--- src/rtl/pipe_ctrl_pkg.sv ---
// rtl/pipe_ctrl_pkg.sv - shared types and constants for the pipeline control sequencer
package pipe_ctrl_pkg;

  localparam int REG_IDX_W  = 5;
  localparam int HOLD_CNT_W = 4;

  typedef enum logic [1:0] {
    HOLD   = 2'd0,
    RUN    = 2'd1,
    SQUASH = 2'd2
  } ctrl_state_e;

  // One bundle of the four pipeline control strobes
  typedef struct packed {
    logic pc_en;
    logic if_id_en;
    logic if_id_flush;
    logic id_ex_flush;
  } ctrl_out_t;

  // Reset/hold pattern: fetch frozen, both pipeline registers cleared
  function automatic ctrl_out_t hold_out();
    ctrl_out_t o;
    o.pc_en       = 1'b0;
    o.if_id_en    = 1'b1;
    o.if_id_flush = 1'b1;
    o.id_ex_flush = 1'b1;
    return o;
  endfunction

endpackage

--- src/rtl/load_use_detect.sv ---
// rtl/load_use_detect.sv - combinational load-use hazard compare between EX load and ID sources
module load_use_detect
  import pipe_ctrl_pkg::*;
(
  input  logic [REG_IDX_W-1:0] id_rs,
  input  logic [REG_IDX_W-1:0] id_rt,
  input  logic                 id_uses_rt,
  input  logic                 ex_mem_read,
  input  logic [REG_IDX_W-1:0] ex_rt,
  output logic                 load_use
);

  logic dest_live;
  logic rs_hit;
  logic rt_hit;

  // $zero is never a real dependency, so a load targeting r0 cannot stall
  assign dest_live = ex_mem_read && (ex_rt != '0);
  assign rs_hit    = (ex_rt == id_rs);
  assign rt_hit    = id_uses_rt && (ex_rt == id_rt);
  assign load_use  = dest_live && (rs_hit || rt_hit);

endmodule

--- src/rtl/hazard_ctrl.sv ---
// rtl/hazard_ctrl.sv - pipeline control FSM (HOLD/RUN/SQUASH); optional HAZARD_CTRL_PERF_EN adds stall/squash counters
module hazard_ctrl
  import pipe_ctrl_pkg::*;
#(
  parameter int RESET_HOLD = 2
) (
  input  logic                 clk,
  input  logic                 rst,
  input  logic [REG_IDX_W-1:0] id_rs,
  input  logic [REG_IDX_W-1:0] id_rt,
  input  logic                 id_uses_rt,
  input  logic                 ex_mem_read,
  input  logic [REG_IDX_W-1:0] ex_rt,
  input  logic                 branch_taken,
  input  logic                 imem_ready,
  output logic                 pc_en,
  output logic                 IF_ID_en,
  output logic                 IF_ID_flush,
  output logic                 ID_EX_flush
`ifdef HAZARD_CTRL_PERF_EN
  ,
  output logic [31:0]          stall_cnt,
  output logic [31:0]          squash_cnt
`endif
);

  localparam logic [HOLD_CNT_W-1:0] HOLD_INIT = HOLD_CNT_W'(RESET_HOLD - 1);

  ctrl_state_e             state;
  ctrl_state_e             state_nxt;
  logic [HOLD_CNT_W-1:0]   hold_cnt;
  logic [HOLD_CNT_W-1:0]   hold_cnt_nxt;
  logic                    load_use;
  ctrl_out_t               ctl;

  load_use_detect u_load_use_detect (
    .id_rs       (id_rs),
    .id_rt       (id_rt),
    .id_uses_rt  (id_uses_rt),
    .ex_mem_read (ex_mem_read),
    .ex_rt       (ex_rt),
    .load_use    (load_use)
  );

  // State and hold counter registers; reset re-arms the hold-off window
  always_ff @(posedge clk) begin
    if (rst) begin
      state    <= HOLD;
      hold_cnt <= HOLD_INIT;
    end else begin
      state    <= state_nxt;
      hold_cnt <= hold_cnt_nxt;
    end
  end

  // Next state and control strobes; reset forces the hold pattern regardless of state
  always_comb begin
    state_nxt    = state;
    hold_cnt_nxt = hold_cnt;
    ctl          = hold_out();
    if (!rst) begin
      unique case (state)
        HOLD: begin
          if (hold_cnt == '0) begin
            state_nxt = RUN;
          end else begin
            hold_cnt_nxt = hold_cnt - 1'b1;
          end
        end
        RUN: begin
          if (load_use) begin
            // Branch operands are stale during a load-use stall; it re-resolves next cycle
            ctl.pc_en       = 1'b0;
            ctl.if_id_en    = 1'b0;
            ctl.if_id_flush = 1'b0;
            ctl.id_ex_flush = 1'b1;
          end else if (branch_taken) begin
            ctl.pc_en       = 1'b1;
            ctl.if_id_en    = 1'b1;
            ctl.if_id_flush = 1'b1;
            ctl.id_ex_flush = 1'b0;
            // PC takes the target now, but the old-PC fetch is still outstanding
            if (!imem_ready) begin
              state_nxt = SQUASH;
            end
          end else if (!imem_ready) begin
            ctl.pc_en       = 1'b0;
            ctl.if_id_en    = 1'b1;
            ctl.if_id_flush = 1'b1;
            ctl.id_ex_flush = 1'b0;
          end else begin
            ctl.pc_en       = 1'b1;
            ctl.if_id_en    = 1'b1;
            ctl.if_id_flush = 1'b0;
            ctl.id_ex_flush = 1'b0;
          end
        end
        SQUASH: begin
          // ID holds a bubble, so hazards are irrelevant; drop the wrong-path word on return
          ctl.pc_en       = 1'b0;
          ctl.if_id_en    = 1'b1;
          ctl.if_id_flush = 1'b1;
          ctl.id_ex_flush = 1'b0;
          if (imem_ready) begin
            state_nxt = RUN;
          end
        end
        default: begin
          state_nxt    = HOLD;
          hold_cnt_nxt = HOLD_INIT;
        end
      endcase
    end
  end

  assign pc_en       = ctl.pc_en;
  assign IF_ID_en    = ctl.if_id_en;
  assign IF_ID_flush = ctl.if_id_flush;
  assign ID_EX_flush = ctl.id_ex_flush;

`ifdef HAZARD_CTRL_PERF_EN
  // Free-running event counters: frozen-PC cycles in RUN and flushed IF/ID slots outside HOLD
  always_ff @(posedge clk) begin
    if (rst) begin
      stall_cnt  <= '0;
      squash_cnt <= '0;
    end else begin
      if (state == RUN && !ctl.pc_en) begin
        stall_cnt <= stall_cnt + 32'd1;
      end
      if (state != HOLD && ctl.if_id_flush) begin
        squash_cnt <= squash_cnt + 32'd1;
      end
    end
  end
`endif

endmodule

--- config.mk ---
export PLATFORM = sky130hd
export DESIGN_NAME = hazard_ctrl
export DESIGN_NICKNAME = d
export VERILOG_FILES = /design/src/rtl/pipe_ctrl_pkg.sv /design/src/rtl/load_use_detect.sv /design/src/rtl/hazard_ctrl.sv
export SDC_FILE = /design/constraint.sdc
export NUM_CORES = 1
export LEC_CHECK = 0
export BUFFER_PORTS_ARGS = -buffer_cell sky130_fd_sc_hd__buf_2
export CAP_MARGIN = 40
export CORE_AREA = 2 2 39 41
export CTS_CLUSTER_SIZE = 14
export DETAILED_ROUTE_END_ITERATION = 10
export DIE_AREA = 0 0 41 43
export GPL_TIMING_DRIVEN = 0
export PLACE_DENSITY = 0.77
export SETUP_SLACK_MARGIN = 0.1
export SYNTH_ARGS = -nofsm -noshare
export SYNTH_HDL_FRONTEND = slang
export SYNTH_SLANG_ARGS = --single-unit
--- constraint.sdc ---
create_clock -name clk -period 3.39 [get_ports clk]
set_input_delay 0.339 -clock clk [delete_from_list [all_inputs] [get_ports clk]]
set_output_delay 0.339 -clock clk [all_outputs]
set_load 0.01 [all_outputs]
; ---- Yosys cells after proc, flatten, opt, wreduce, memory -nomap -nowiden
; Index checks and enable logic that the tools add are counted.
[word_totals]
regBits = 6
in_bits = 21
out_inout_bits = 4
wordCells = 37
[op_classes]
addsub = 1
n_eq_ne = 10
mux = 13
n_bitwise = 1
reduce_logical = 10
[op_table]
columns = cell, n
row1 = $mux 4, 5
row2 = $pmux 4 s2, 2
row3 = $ne 2x2->1 const B, 6
row4 = $eq 5x5->1, 2
row5 = $mux 2, 5
row6 = $pmux 2 s3, 1
row7 = $reduce_and 5->1, 1
row8 = $reduce_bool 5->1, 1
row9 = $logic_not 4->1, 1
row10 = $sub 4x1->4 const B, 1
row11 = $logic_and 1x1->1, 3
row12 = $eq 2x1->1 const B, 1
row13 = $eq 2x2->1 const B, 1
row14 = $logic_not 2->1, 1
row15 = $reduce_and 2->1, 1
row16 = $reduce_or 2->1, 1
row17 = $logic_or 1x1->1, 1
row18 = $not 1->1, 1

; ---- Longest topological paths before layout
[depth]
depth_word = 7
depth_mapped = 7
mapped_depth_nobuf = 7

; ---- Hierarchy
; A second synthesis with hierarchy kept.
[unflattened]
hier_cells = 74
area_unflattened_um2 = 601.8
[modules_own_cells]
columns = mod, n_inst, cells_each, area_per_inst_um2, seq_area_each_um2
row1 = hazard_ctrl, 1, 57, 469.2, 120.1
row2 = load_use_detect, 1, 17, 132.6, 0.0

; ---- Worst setup path after synthesis
; No wires, ideal clock.
[synth_timing]
kind = input to output
startpoint = in ex_rt[0]
endpoint = out pc_en
t_arrival_ns = 1.649
required_ns = 3.051
path_slack_ns = 1.402
stages = 4
path_buffers = 0
path_cell_list = or4_1 o21ai_0 o21ai_0 nor3_1
[synth_between]
elab_chain_cells = 7
word_cells_on_any_way = 10
classes_between = 2 x eq/ne / 3 x mux / 5 x reduce/logical
[synth_rtl]
columns = item, line_no
row1 = "start, declared", hazard_ctrl.sv:13  ; input logic [REG_IDX_W-1:0] ex_rt,
row2 = $eq 5x5->1, load_use_detect.sv:20  ; assign rt_hit = id_uses_rt && (ex_rt == id_rt);
row3 = $logic_and 1x1->1, load_use_detect.sv:20
row4 = $logic_or 1x1->1, load_use_detect.sv:21  ; assign load_use = dest_live && (rs_hit || rt_hit);
row5 = $logic_and 1x1->1 *, load_use_detect.sv:21
row6 = $mux 4 *, hazard_ctrl.sv:71  ; if (load_use) begin
row7 = $pmux 4 s2 *, hazard_ctrl.sv:62  ; unique case (state)
row8 = $mux 4 *, hazard_ctrl.sv:61  ; if (!rst) begin
row9 = "end, declared", hazard_ctrl.sv:16  ; output logic pc_en,
; Every way passes the cells marked *; elsewhere a longest branch is shown, timed or not.

; ---- Worst setup path in the final report
; Same ends and word-level chain as after synthesis.

==> results.txt <==
----------------------------------------------------
[Detailed routing]
  Wirelength, routed ... 1180 um
  Drt pass-1 iters ... 4
  WL per Instance ... about 10 um
  Remaining antenna violation count after routing ... 0
  Initial detailed-routing violation count ... 15
  Count of vias placed by the detailed router ... 573
  Detail-routed via count per cell ... 5.07
  Residual DRC ... 0

[Worst setup path]
  Critical path data arrival time ... about 1.9 ns
  Slowest Stage Delay on Critical Path ... 0.51 ns
  Capture point of the worst reg-to-reg path ... state[0]$_SDFFE_PP0P_
  Internal reg-to-reg setup slack ... 1.33 ns
  First element of the critical path ... ex_rt[0]
  Critical-path maximum fanout ... 5
  Series of cell instances along the critical path ... buf_2 > or4_1 > o21ai_0 > o21ai_0 > nor3_1 > buf_2
  Endpoint kind of the worst setup timing path ... output pin
  Req. time, crit path ... 3.05 ns
  Highest-delay cell along the critical path ... sky130_fd_sc_hd__or4_1
  Type of the worst setup path ... in -> out
  Register-to-Register Path Depth ... 7
  Kind of start point of the critical path ... input port
  Critical register-to-register path startpoint ... hold_cnt[0]$_SDFFE_PP1P_

[Timing]
  Post-layout min period ... between 2 and 2.5 ns
  Slew at the pin closest to its max-slew limit ... between 0.6 and 0.7 ns
  Worst max-slew margin expressed relative to the limit ... between 50% and 60%
  Final Cycle Share ... 65.9%
  Summed negative setup slack over all endpoints ... 0 ns
  Count of final max-slew check failures ... 0
  RSZ-0062 raised after global routing ... no
  Worst clock skew ... 0.00964 ns
  Final setup violation count ... 0
  Post-route worst setup slack ... 1.16 ns
  Top achievable clock speed ... 0.448 GHz
  Count of final hold-check violations ... 0

[Finish]
  Share of cells above drive strength 1 ... 30.9%
  Final layout net count ... 125
  Commonest non-fill, non-tap cells in the layout ... sky130_fd_sc_hd__buf_2, sky130_fd_sc_hd__xor2_1, sky130_fd_sc_hd__nor2_1
  Post-layout instance count excluding filler cells ... ~110
  Inserted Diodes ... 0
  Area growth from synthesis to layout ... 29.2%
  Most common cell after layout, fill and taps aside ... sky130_fd_sc_hd__buf_2

[Floorplanning]
  Chip Height ... 43 um
  Number of rows in the core area ... 14
  CORE AREA ... 0.00138 mm^2
  Die area ... roughly 0.0018 mm^2
  I/O pin count ... 25
  Effective utilization at floorplan ... 40.2%
  Horizontal die dimension ... 41 um

[Yosys]
  Synthesized-area fraction occupied by ao, oa, aoi and oai cells ... 15.1%
  Synth Area in XOR/XNOR ... 18.9%
  Largest area contributor in the synthesized netlist ... sky130_fd_sc_hd__dfxtp_1
  Ranking of synthesized cells by area ... sky130_fd_sc_hd__dfxtp_1, sky130_fd_sc_hd__xor2_1, sky130_fd_sc_hd__ha_1
  Post-Syn Nets ... 96
  Fraction of post-synthesis cell area in the top cell type by area ... between 20 and 25%
  Number of cells produced by synthesis ... 70
  Synthesis warning total ... 0
  Cell variety after synth ... 29
  Area fraction in and, or, nand and nor cells after synthesis ... 29.2%
  Fraction of synthesized area in multiplexers ... 0%
  Combinational family with the most area after synthesis ... simple AND/OR/NAND/NOR gates
  Post-Synthesis Mean Instance Area ... 7.95 um^2
  Fraction of the yosys area taken by sequential cells ... 21.6%
  Post-synthesis adder-cell area fraction ... 11.2%
  Synth Register Bits ... 6
  Cell area after technology mapping ... 557 um^2

[GRT]
  Number of global-route vias before repair ... 524
  Antenna violations before repair ... 0
  Total global-route track usage ... between 10% and 20%
  Leftover overflow at the end of global routing ... 0
  Largest net degree at the start of global routing ... 8
  First-pass GRT wire length ... 1880 um

[Clocking]
  Num Clock Sinks ... 6
  Clock tree from TritonCTS ... built
  Source-to-sink clock delay at the later pin of the worst-skew pair ... approximately 0.25 ns
  Reg clk slew, reported paths ... approximately 0.050 ns
  CTS max path bufs ... 2
  Inserted Clock Buffers ... 3
  Level count of the clock H-tree ... 1
  Gates resized, CTS repair ... 0
  Library cell used as clock root buffer ... sky130_fd_sc_hd__clkbuf_4
  Post-CTS repair timing setup buffer count ... 0
  CTS Hold Bufs ... 0

[Pwr]
  Proportion of power drawn by the clock network ... about 15%
  Share of total power consumed by net switching ... between 40% and 50%
  Cell internal power dissipation ... 0.000258 W
  Net switching power of the design ... 0.000184 W
  Leakage ... 0.324 nW
  Proportion of power drawn by flip-flops and latches ... 24.7%
  Combinational cell fraction of total power ... around 60%
  IR drop worst, VDD ... 240 uV
  Overall power of the completed layout ... 0.000442 W
  Total power per unit cell area ... 614 mW/mm^2

[Placed design]
  Estimated wirelength of the detail-placed design ... ~1000 um
  Setup WS pre-CTS ... 1.13 ns
  Global placement routability congestion ... 0.730
  Instance count after placement with tap cells included ... 110
  Port Buf Inserts ... 24

[Worst hold path]
  Type of the tightest min-delay check ... in -> reg
  Worst hold stages ... 2
  Worst hold path startpoint ... rst
  Worst hold endpoint ... hold_cnt[1]$_SDFFE_PP0P_

[Run status]
  Run status ... completed

[Run]
  Total of max-cap violations ... 0

----------------------------------------------------
## cells in the mapped netlist
library cell	number
sky130_fd_sc_hd__xnor2_1	3
sky130_fd_sc_hd__a221oi_1	1
sky130_fd_sc_hd__nand3b_1	1
sky130_fd_sc_hd__nand2b_1	2
sky130_fd_sc_hd__or4_1	2
sky130_fd_sc_hd__or3b_2	1
sky130_fd_sc_hd__nor2b_1	1
sky130_fd_sc_hd__nand3_1	1
sky130_fd_sc_hd__nor3_1	4
sky130_fd_sc_hd__o21ai_0	4
sky130_fd_sc_hd__a21oi_1	2
sky130_fd_sc_hd__o21ai_1	1
sky130_fd_sc_hd__nor4_1	2
sky130_fd_sc_hd__inv_1	6
sky130_fd_sc_hd__o211ai_1	1
sky130_fd_sc_hd__dfxtp_1	6
sky130_fd_sc_hd__o21a_1	1
sky130_fd_sc_hd__a31oi_1	1
sky130_fd_sc_hd__or3_1	1
sky130_fd_sc_hd__nand2_1	2
sky130_fd_sc_hd__xor2_1	9
sky130_fd_sc_hd__and4bb_2	1
sky130_fd_sc_hd__or2_2	1
sky130_fd_sc_hd__ha_1	5
sky130_fd_sc_hd__a32oi_1	1
sky130_fd_sc_hd__nor2_1	7
sky130_fd_sc_hd__or2b_1	1
sky130_fd_sc_hd__or3b_1	1
sky130_fd_sc_hd__a222oi_1	1
## power groups by stage
| stage | sequential (W) | combinational [W] | clock (W) |
|---|---|---|---|
| 2_1_floorplan | 0.000107 | 0.000202 | 0 |
| 3_3_place_gp | 0.000110 | 0.000258 | 0 |
| 3_5_place_dp | 0.000111 | 0.000266 | 0 |
| 4_1_cts | 0.000109 | 0.000268 | 0.0000698 |
| 5_1_grt | 0.000112 | 0.000303 | 0.0000717 |
| 6_report | 0.000109 | 0.000265 | 0.0000672 |
## worst max-delay path by stage
stage | cells after the start | end
6_report | 6 | pc_en
4_1_cts | 6 | pc_en
3_3_place_gp | 6 | pc_en
2_1_floorplan | 4 | pc_en
5_1_grt | 6 | IF_ID_flush
3_5_place_dp | 6 | pc_en
## stage by stage
step | area, um^2 | util (%) | hold WS (ns)
final | 719 | 52.0 | 0.340
after global routing | 719 | 52.0 | 0.352
after CTS | 719 | 52.0 | 0.337
after detailed placement | 697 | 50.4 | 0.486
after global placement | 697 | 50.4 | 0.472
after floorplan | 557 | - | 0.408
## kinds of logic after synthesis
| kind of cell | after synthesis |
|---|---|
| AOI/OAI and AO/OA | 13 |
| xor gates and xnor gates | 12 |
| and+or+nand+nor | 28 |
| DFF | 6 |
| buffers and inverters | 6 |
| adders and majority gates | 5 |
## per-layer routing
layer	global-route usage, %	wire length [um]	vias to the layer above
li1	-	-	307
met1	15.8	506	251
met2	27.2	622	15
met3	4.71	51	0
met4	2.00	0	0
met5	0	0	-
## area by class of cell
class | count | area, um^2
timing repair buffer | 24 | 120
inverter | 6 | 22.5
tap | 16 | 20.0
fill | 139 | 664
clock buffer | 3 | 22.5
multi-input combinational | 58 | 414
sequential | 6 | 120
## sequential cells by signal (all words and copies together), names as in the netlist
register / flops
hold_cnt: 4
state: 2
## worst max-delay path, delay by kind of cell
family          cells  cell delay [ns]
compound gates      2             0.60
simple gates        2             0.69
buf+inv             2             0.27
No activity file was read; power rests on OpenSTA's default activity.
